**src/rtl/uart_read_if.sv**
```systemverilog
// Purpose: CPU-side byte handshake between the UART receiver and its consumer.
// Latency: none; plain wires grouped under one name.
// Backpressure: read_ce acknowledges and pops the held byte while rfin is high.
//
// Signals:
//   read_ce  consumer acknowledge, pops the held byte
//   dout     received byte, valid while rfin = 1
//   rfin     byte available, level held until acknowledged
//   ferr     framing-error pulse, one cycle wide
//   overrun  sticky flag: a held byte was overwritten before it was read
interface uart_read_if;
    logic       read_ce;
    logic [7:0] dout;
    logic       rfin;
    logic       ferr;
    logic       overrun;

    // master: the receiver; slave: the consumer reading bytes out
    modport master (input read_ce, output dout, output rfin, output ferr, output overrun);
    modport slave  (output read_ce, input dout, input rfin, input ferr, input overrun);
endinterface

```
**src/rtl/uart_read.sv**
```systemverilog
// Purpose: 8N1 UART receiver, OVERSAMPLE clocks per bit, one-entry byte holding register.
// Latency: rfin rises 9.5*OVERSAMPLE + 3 cycles after the din falling edge (155 at 16x).
// Backpressure: none on the line; an unread byte is overwritten and overrun is flagged.
//
// Ports:
//   clk  system clock at OVERSAMPLE x bit rate
//   rst  asynchronous reset, active low
//   din  serial line, asynchronous to clk, idle high
//   rx   byte handshake (read_ce in; dout, rfin, ferr, overrun out)
//
// OVERSAMPLE must be even and >= 8, and 2**CNT_W must be >= OVERSAMPLE.
module uart_read #(
    parameter int OVERSAMPLE = 16,
    parameter int CNT_W      = 4
) (
    input  logic         clk,
    input  logic         rst,
    input  logic         din,
    uart_read_if.master  rx
);

    localparam logic [CNT_W-1:0] HALF_M1 = CNT_W'(OVERSAMPLE / 2 - 1);
    localparam logic [CNT_W-1:0] FULL_M1 = CNT_W'(OVERSAMPLE - 1);

    typedef enum logic [1:0] {
        IDLE  = 2'd0,
        START = 2'd1,
        DATA  = 2'd2,
        STOP  = 2'd3
    } state_t;

    state_t           state, state_nxt;
    logic [CNT_W-1:0] cnt, cnt_nxt;
    logic [2:0]       idx, idx_nxt;
    logic [7:0]       shreg, shreg_nxt;
    logic             byte_done;
    logic             frame_err;

    logic             sync1, rx_s, rx_prev;

    logic [7:0]       dout_q;
    logic             rfin_q;
    logic             ferr_q;
    logic             overrun_q;

    // Two-flop synchroniser plus edge-detect flop; all reset to the idle-high
    // line level so coming out of reset never looks like a start edge.
    always_ff @(posedge clk or negedge rst) begin
        if (!rst) begin
            sync1   <= 1'b1;
            rx_s    <= 1'b1;
            rx_prev <= 1'b1;
        end else begin
            sync1   <= din;
            rx_s    <= sync1;
            rx_prev <= rx_s;
        end
    end

    always_ff @(posedge clk or negedge rst) begin
        if (!rst) begin
            state <= IDLE;
            cnt   <= '0;
            idx   <= '0;
            shreg <= '0;
        end else begin
            state <= state_nxt;
            cnt   <= cnt_nxt;
            idx   <= idx_nxt;
            shreg <= shreg_nxt;
        end
    end

    always_comb begin
        state_nxt = state;
        cnt_nxt   = cnt;
        idx_nxt   = idx;
        shreg_nxt = shreg;
        byte_done = 1'b0;
        frame_err = 1'b0;
        case (state)
            IDLE: begin
                // Only a genuine 1->0 transition starts a frame, so a line
                // stuck low (break, or after a framing error) stays ignored.
                if (rx_prev && !rx_s) begin
                    state_nxt = START;
                    cnt_nxt   = '0;
                end
            end
            START: begin
                if (cnt == HALF_M1) begin
                    if (rx_s) begin
                        state_nxt = IDLE;       // glitch, not a start bit
                    end else begin
                        state_nxt = DATA;
                        cnt_nxt   = '0;
                        idx_nxt   = '0;
                    end
                end else begin
                    cnt_nxt = cnt + 1'b1;
                end
            end
            DATA: begin
                // Counter was re-zeroed at mid start bit, so a full period
                // later lands at the middle of each data bit.
                if (cnt == FULL_M1) begin
                    shreg_nxt = {rx_s, shreg[7:1]};
                    cnt_nxt   = '0;
                    idx_nxt   = idx + 3'd1;
                    if (idx == 3'd7) begin
                        state_nxt = STOP;
                    end
                end else begin
                    cnt_nxt = cnt + 1'b1;
                end
            end
            STOP: begin
                if (cnt == FULL_M1) begin
                    state_nxt = IDLE;
                    cnt_nxt   = '0;
                    if (rx_s) begin
                        byte_done = 1'b1;
                    end else begin
                        frame_err = 1'b1;
                    end
                end else begin
                    cnt_nxt = cnt + 1'b1;
                end
            end
            default: begin
                state_nxt = IDLE;
            end
        endcase
    end

    // Holding register. A byte landing in the same cycle as an acknowledge
    // replaces the popped byte, so it is not an overrun.
    always_ff @(posedge clk or negedge rst) begin
        if (!rst) begin
            dout_q    <= 8'h00;
            rfin_q    <= 1'b0;
            ferr_q    <= 1'b0;
            overrun_q <= 1'b0;
        end else begin
            ferr_q <= frame_err;
            if (byte_done) begin
                dout_q <= shreg;
                rfin_q <= 1'b1;
                if (rfin_q) begin
                    overrun_q <= ~rx.read_ce;
                end
            end else if (rfin_q && rx.read_ce) begin
                rfin_q    <= 1'b0;
                overrun_q <= 1'b0;
            end
        end
    end

    assign rx.dout    = dout_q;
    assign rx.rfin    = rfin_q;
    assign rx.ferr    = ferr_q;
    assign rx.overrun = overrun_q;

endmodule
```
**src/flat_wrapper.sv**
```systemverilog
// flat-port wrapper written by rule: the top's interface ports become plain ports
module uart_read_flat 
#(
    parameter int OVERSAMPLE = 16,
    parameter int CNT_W      = 4
)
  (clk, rst, din, rx_read_ce, rx_dout, rx_rfin, rx_ferr, rx_overrun);
  uart_read_if rx_i ();
  input  logic clk;
  input  logic rst;
  input  logic din;
  input wire logic [$bits(rx_i.read_ce)-1:0] rx_read_ce;
  output wire logic [$bits(rx_i.dout)-1:0] rx_dout;
  output wire logic [$bits(rx_i.rfin)-1:0] rx_rfin;
  output wire logic [$bits(rx_i.ferr)-1:0] rx_ferr;
  output wire logic [$bits(rx_i.overrun)-1:0] rx_overrun;
  assign rx_i.read_ce = rx_read_ce;
  assign rx_dout = rx_i.dout;
  assign rx_rfin = rx_i.rfin;
  assign rx_ferr = rx_i.ferr;
  assign rx_overrun = rx_i.overrun;
  uart_read #(.OVERSAMPLE(OVERSAMPLE), .CNT_W(CNT_W)) u_core (.clk(clk), .rst(rst), .din(din), .rx(rx_i));
endmodule
```
**config.mk**
```make
export PLATFORM = sky130hd
export DESIGN_NAME = uart_read_flat
export DESIGN_NICKNAME = d
export VERILOG_FILES = /design/src/rtl/uart_read_if.sv /design/src/rtl/uart_read.sv /design/src/flat_wrapper.sv
export SDC_FILE = /design/constraint.sdc
export NUM_CORES = 1
export LEC_CHECK = 0
export ABC_AREA = 1
export CORE_ASPECT_RATIO = 1.5
export CORE_MARGIN = 2
export CORE_UTILIZATION = 46
export DETAILED_ROUTE_END_ITERATION = 6
export GPL_TIMING_DRIVEN = 1
export PLACE_DENSITY_LB_ADDON = 0.3
export SLEW_MARGIN = 20
export SYNTH_ARGS = -nofsm -noshare
export SYNTH_HDL_FRONTEND = slang
export SYNTH_SLANG_ARGS = --single-unit
```
**constraint.sdc**
```tcl
create_clock -name clk -period 1.6 [get_ports clk]
set_input_delay 0.4 -clock clk [delete_from_list [all_inputs] [get_ports clk]]
set_output_delay 0.4 -clock clk [all_outputs]
set_load 0.005 [all_outputs]
```
==> results.ini <==
[run_status]
outcome = finished clean

[clock_tree]
htreeDepth = 2
clk_latency_ns = 0.27
clock_path_buffers = 2
cts-buffers-inserted = 5
cts_sinks = 31
path_clk_slew_ns = 0.06
cts_tree = yes
cts_root_buf = clkbuf_8

[flow_run]
maxCapViolCount = 0

[critical_path]
cp_cell_sequence = clkdlybuf4s50_1
worstSetupPathType = reg -> out
cp_max_fo = 3
cp-startpoint = u_core.rx.rfin$_DFFE_PN0P_
critPathMaxStageDelay_ns = 0.51
slowest_stage = clkdlybuf4s50_1
arrival_ns = 1.16
path_buf_inv = 1
required_ns = 1.20
cp-end-kind = primary output
path_delay_family = buffers and inverters
timing.rr.start = u_core.cnt[0]$_DFFE_PN0P_
start_kind = register

[worst_hold_path]
hold_start = u_core.sync1$_DFF_PN1_
hold_path_class = reg -> reg

[routing]
drt-total-wl_mm = 2.481
firstDrtPassIters = 4
drt_iter0_markers = 21
antenna_left = 0
drc_errors = 0
vias = 994
avgRoutedWirePerCell_um = 11.99
avgViaCountPerCell = 4.802

[sta]
worstMarginPinSlew_ns = 0.2765
setup-violations-final = 0
hold_violations = 0
fin_crit_ns = 1.558
finalCritPeriodShare_pct = 97.36
rsz0062_at_grt = false
maxSlewViolCount = 0
finalSetupTns_ns = 0
fin_skew_ns = 0.004589
max_freq_mhz = 641.9
relSlewSlack_pct = 81.50

[placement]
routabilityCongestion = 0.8740
portBuffers = 14
dp_hpwl_mm = 1.845
dp_cells = 198

[layout]
area_delta_synth_final_pct = 20.72
nets = 174
drive_gt1_share_pct = 15.48
stdcell_count = 207
insertedDiodeCount = 0

[yosys]
synth_edf_count = 0
synthCells = 147
syn-num-nets = 154
syn_area_um2 = 1389
ys_ff_latch = 31
ys.flop_type = dfrtp_1
ys_async_sr_fraction_pct = 100.0
ys_warn_count = 0
yosysSeqAreaShare_pct = 56.13
post_synth_num_cell_types = 22
avgSynthCellArea_um2 = 9.448

[die]
initial_core_util_pct = 48.18
core_um2 = 2883
die_x_um = 48.87
row_count = 24
boundaryPins = 15
die_h_um = 71.30
die-area_um2 = 3484

[power]
ir_worst_vdd_mv = 0.7300
powerDensity_nw_per_um2 = 1377
leakage_uw = 0.0008296

[global_route]
antenna_found_initial = 0
grtUsageTotal_pct = 17.00
overflow = 0
grt_max_degree = 32
grt_pass1_vias = 1012
grt_pass1_wl_mm = 4.457

[stage by stage]
stage	worst slack (ns)	total power (uW)	cell area [um^2]	utilization (%)	hold slack (ns)
after floorplan	0.3454	1548	1389	-	0.1044
after global placement	0.1706	1645	1564	54.25	0.3465
after detailed placement	0.1432	1680	1564	54.25	0.3495
after CTS	0.001613	2348	1664	57.73	0.3593
after global routing	0.01146	2497	1677	58.16	0.3678
final	0.04222	2308	1677	58.16	0.3578
[state kept, by name, summed over array words and instances, names as in the netlist, named ones only]
signal,flops
u_core.shreg,8
u_core.rx.ferr,1
u_core.rx.overrun,1
u_core.state,1
u_core.rx.dout,8
u_core.idx,3
u_core.rx_prev,1
u_core.sync1,1
u_core.rx_s,1
u_core.rx.rfin,1
u_core.cnt,4
[what timing repair did]
action	CTS	global route
buffers inserted	0	1
endpoints found under the setup margin	0	2
gates resized for setup	0	1
hold buffers	0	0
[power breakdown]
| part | switching, uW | total [uW] | internal (uW) |
|---|---|---|---|
| combinational | 344 | 566 | 222 |
| sequential | 136 | 1090 | 956 |
| clock | 259 | 651 | 392 |
[cell type report]
type / instances / area (um^2)
Clock buffer: 8 / 100.1
Fill cell: 276 / 1206
Inverter: 18 / 67.56
Multi-Input combinational cell: 95 / 513.0
Sequential cell: 31 / 779.5
Tap cell: 39 / 48.80
Timing Repair Buffer: 16 / 167.7
[cell families after synthesis]
family | synth area share, %
adder cells (fa/ha/maj) | 2.703
flip-flops | 56.13
XOR/XNOR | 1.261
AO/OA/AOI/OAI | 8.738
buffers and inverters | 7.297
AND/OR/NAND/NOR | 23.87
[layout by cell type (no fill, tap or decap), drive strengths merged, types with 2 or more instances in the layout]
cell type      count
o21ai             16
a21oi              3
ha                 3
nor2              12
nand3              8
inv               18
dfstp              3
buf                2
clkdlybuf4s50     14
dfrtp             28
clkbuf             8
nand2             49
xor2               2
[path summary, 6_finish.rpt]
kind	to	slack [ns]	cells after the start
worst max-delay path	rx_rfin	0.04	1
worst min-delay path	u_core.rx_s$_DFF_PN1_	0.36	0
worst max register to register	u_core.rx.dout[0]$_DFFE_PN0P_	0.20	7
worst min register to register	u_core.rx_s$_DFF_PN1_	0.36	0
max in group asynchronous	u_core.rx_prev$_DFF_PN1_	0.88	2
min in group asynchronous	u_core.cnt[2]$_DFFE_PN0P_	0.48	2
[cell usage after synthesis, types with 3 or more instances]
library cell / count / area share, %
o21ai_0: 5 / 1.8
buf_6: 3 / 2.4
o21ai_1: 6 / 2.2
o21ai_2: 5 / 3.2
nand3_1: 6 / 2.2
dfrtp_1: 28 / 50
ha_1: 3 / 2.7
nand2_1: 45 / 12
inv_1: 17 / 4.6
nor2_1: 10 / 2.7
a21oi_1: 3 / 1.1
dfstp_2: 3 / 5.7
[per-layer routing]
metal | wire length (um) | part of all wire [%] | vias to the layer above | track usage, %
met5 | 0 | 0 | - | 0
met4 | 90 | 3.6 | 0 | 10.48
met3 | 90 | 3.6 | 8 | 5.000
met2 | 1321 | 53 | 16 | 29.53
met1 | 978 | 39 | 472 | 17.99
li1 | - | - | 498 | -
[worst register-to-register path, stage by stage, from the launching register on]
cell	delay, ns
dfrtp_1	0.39
ha_1	0.25
nand2_4	0.10
nor2_8	0.14
nand3_4	0.20
inv_1	0.15
nand2_1	0.06
nand2_1	0.05
Note: power is estimated with default switching activity, not from simulation.
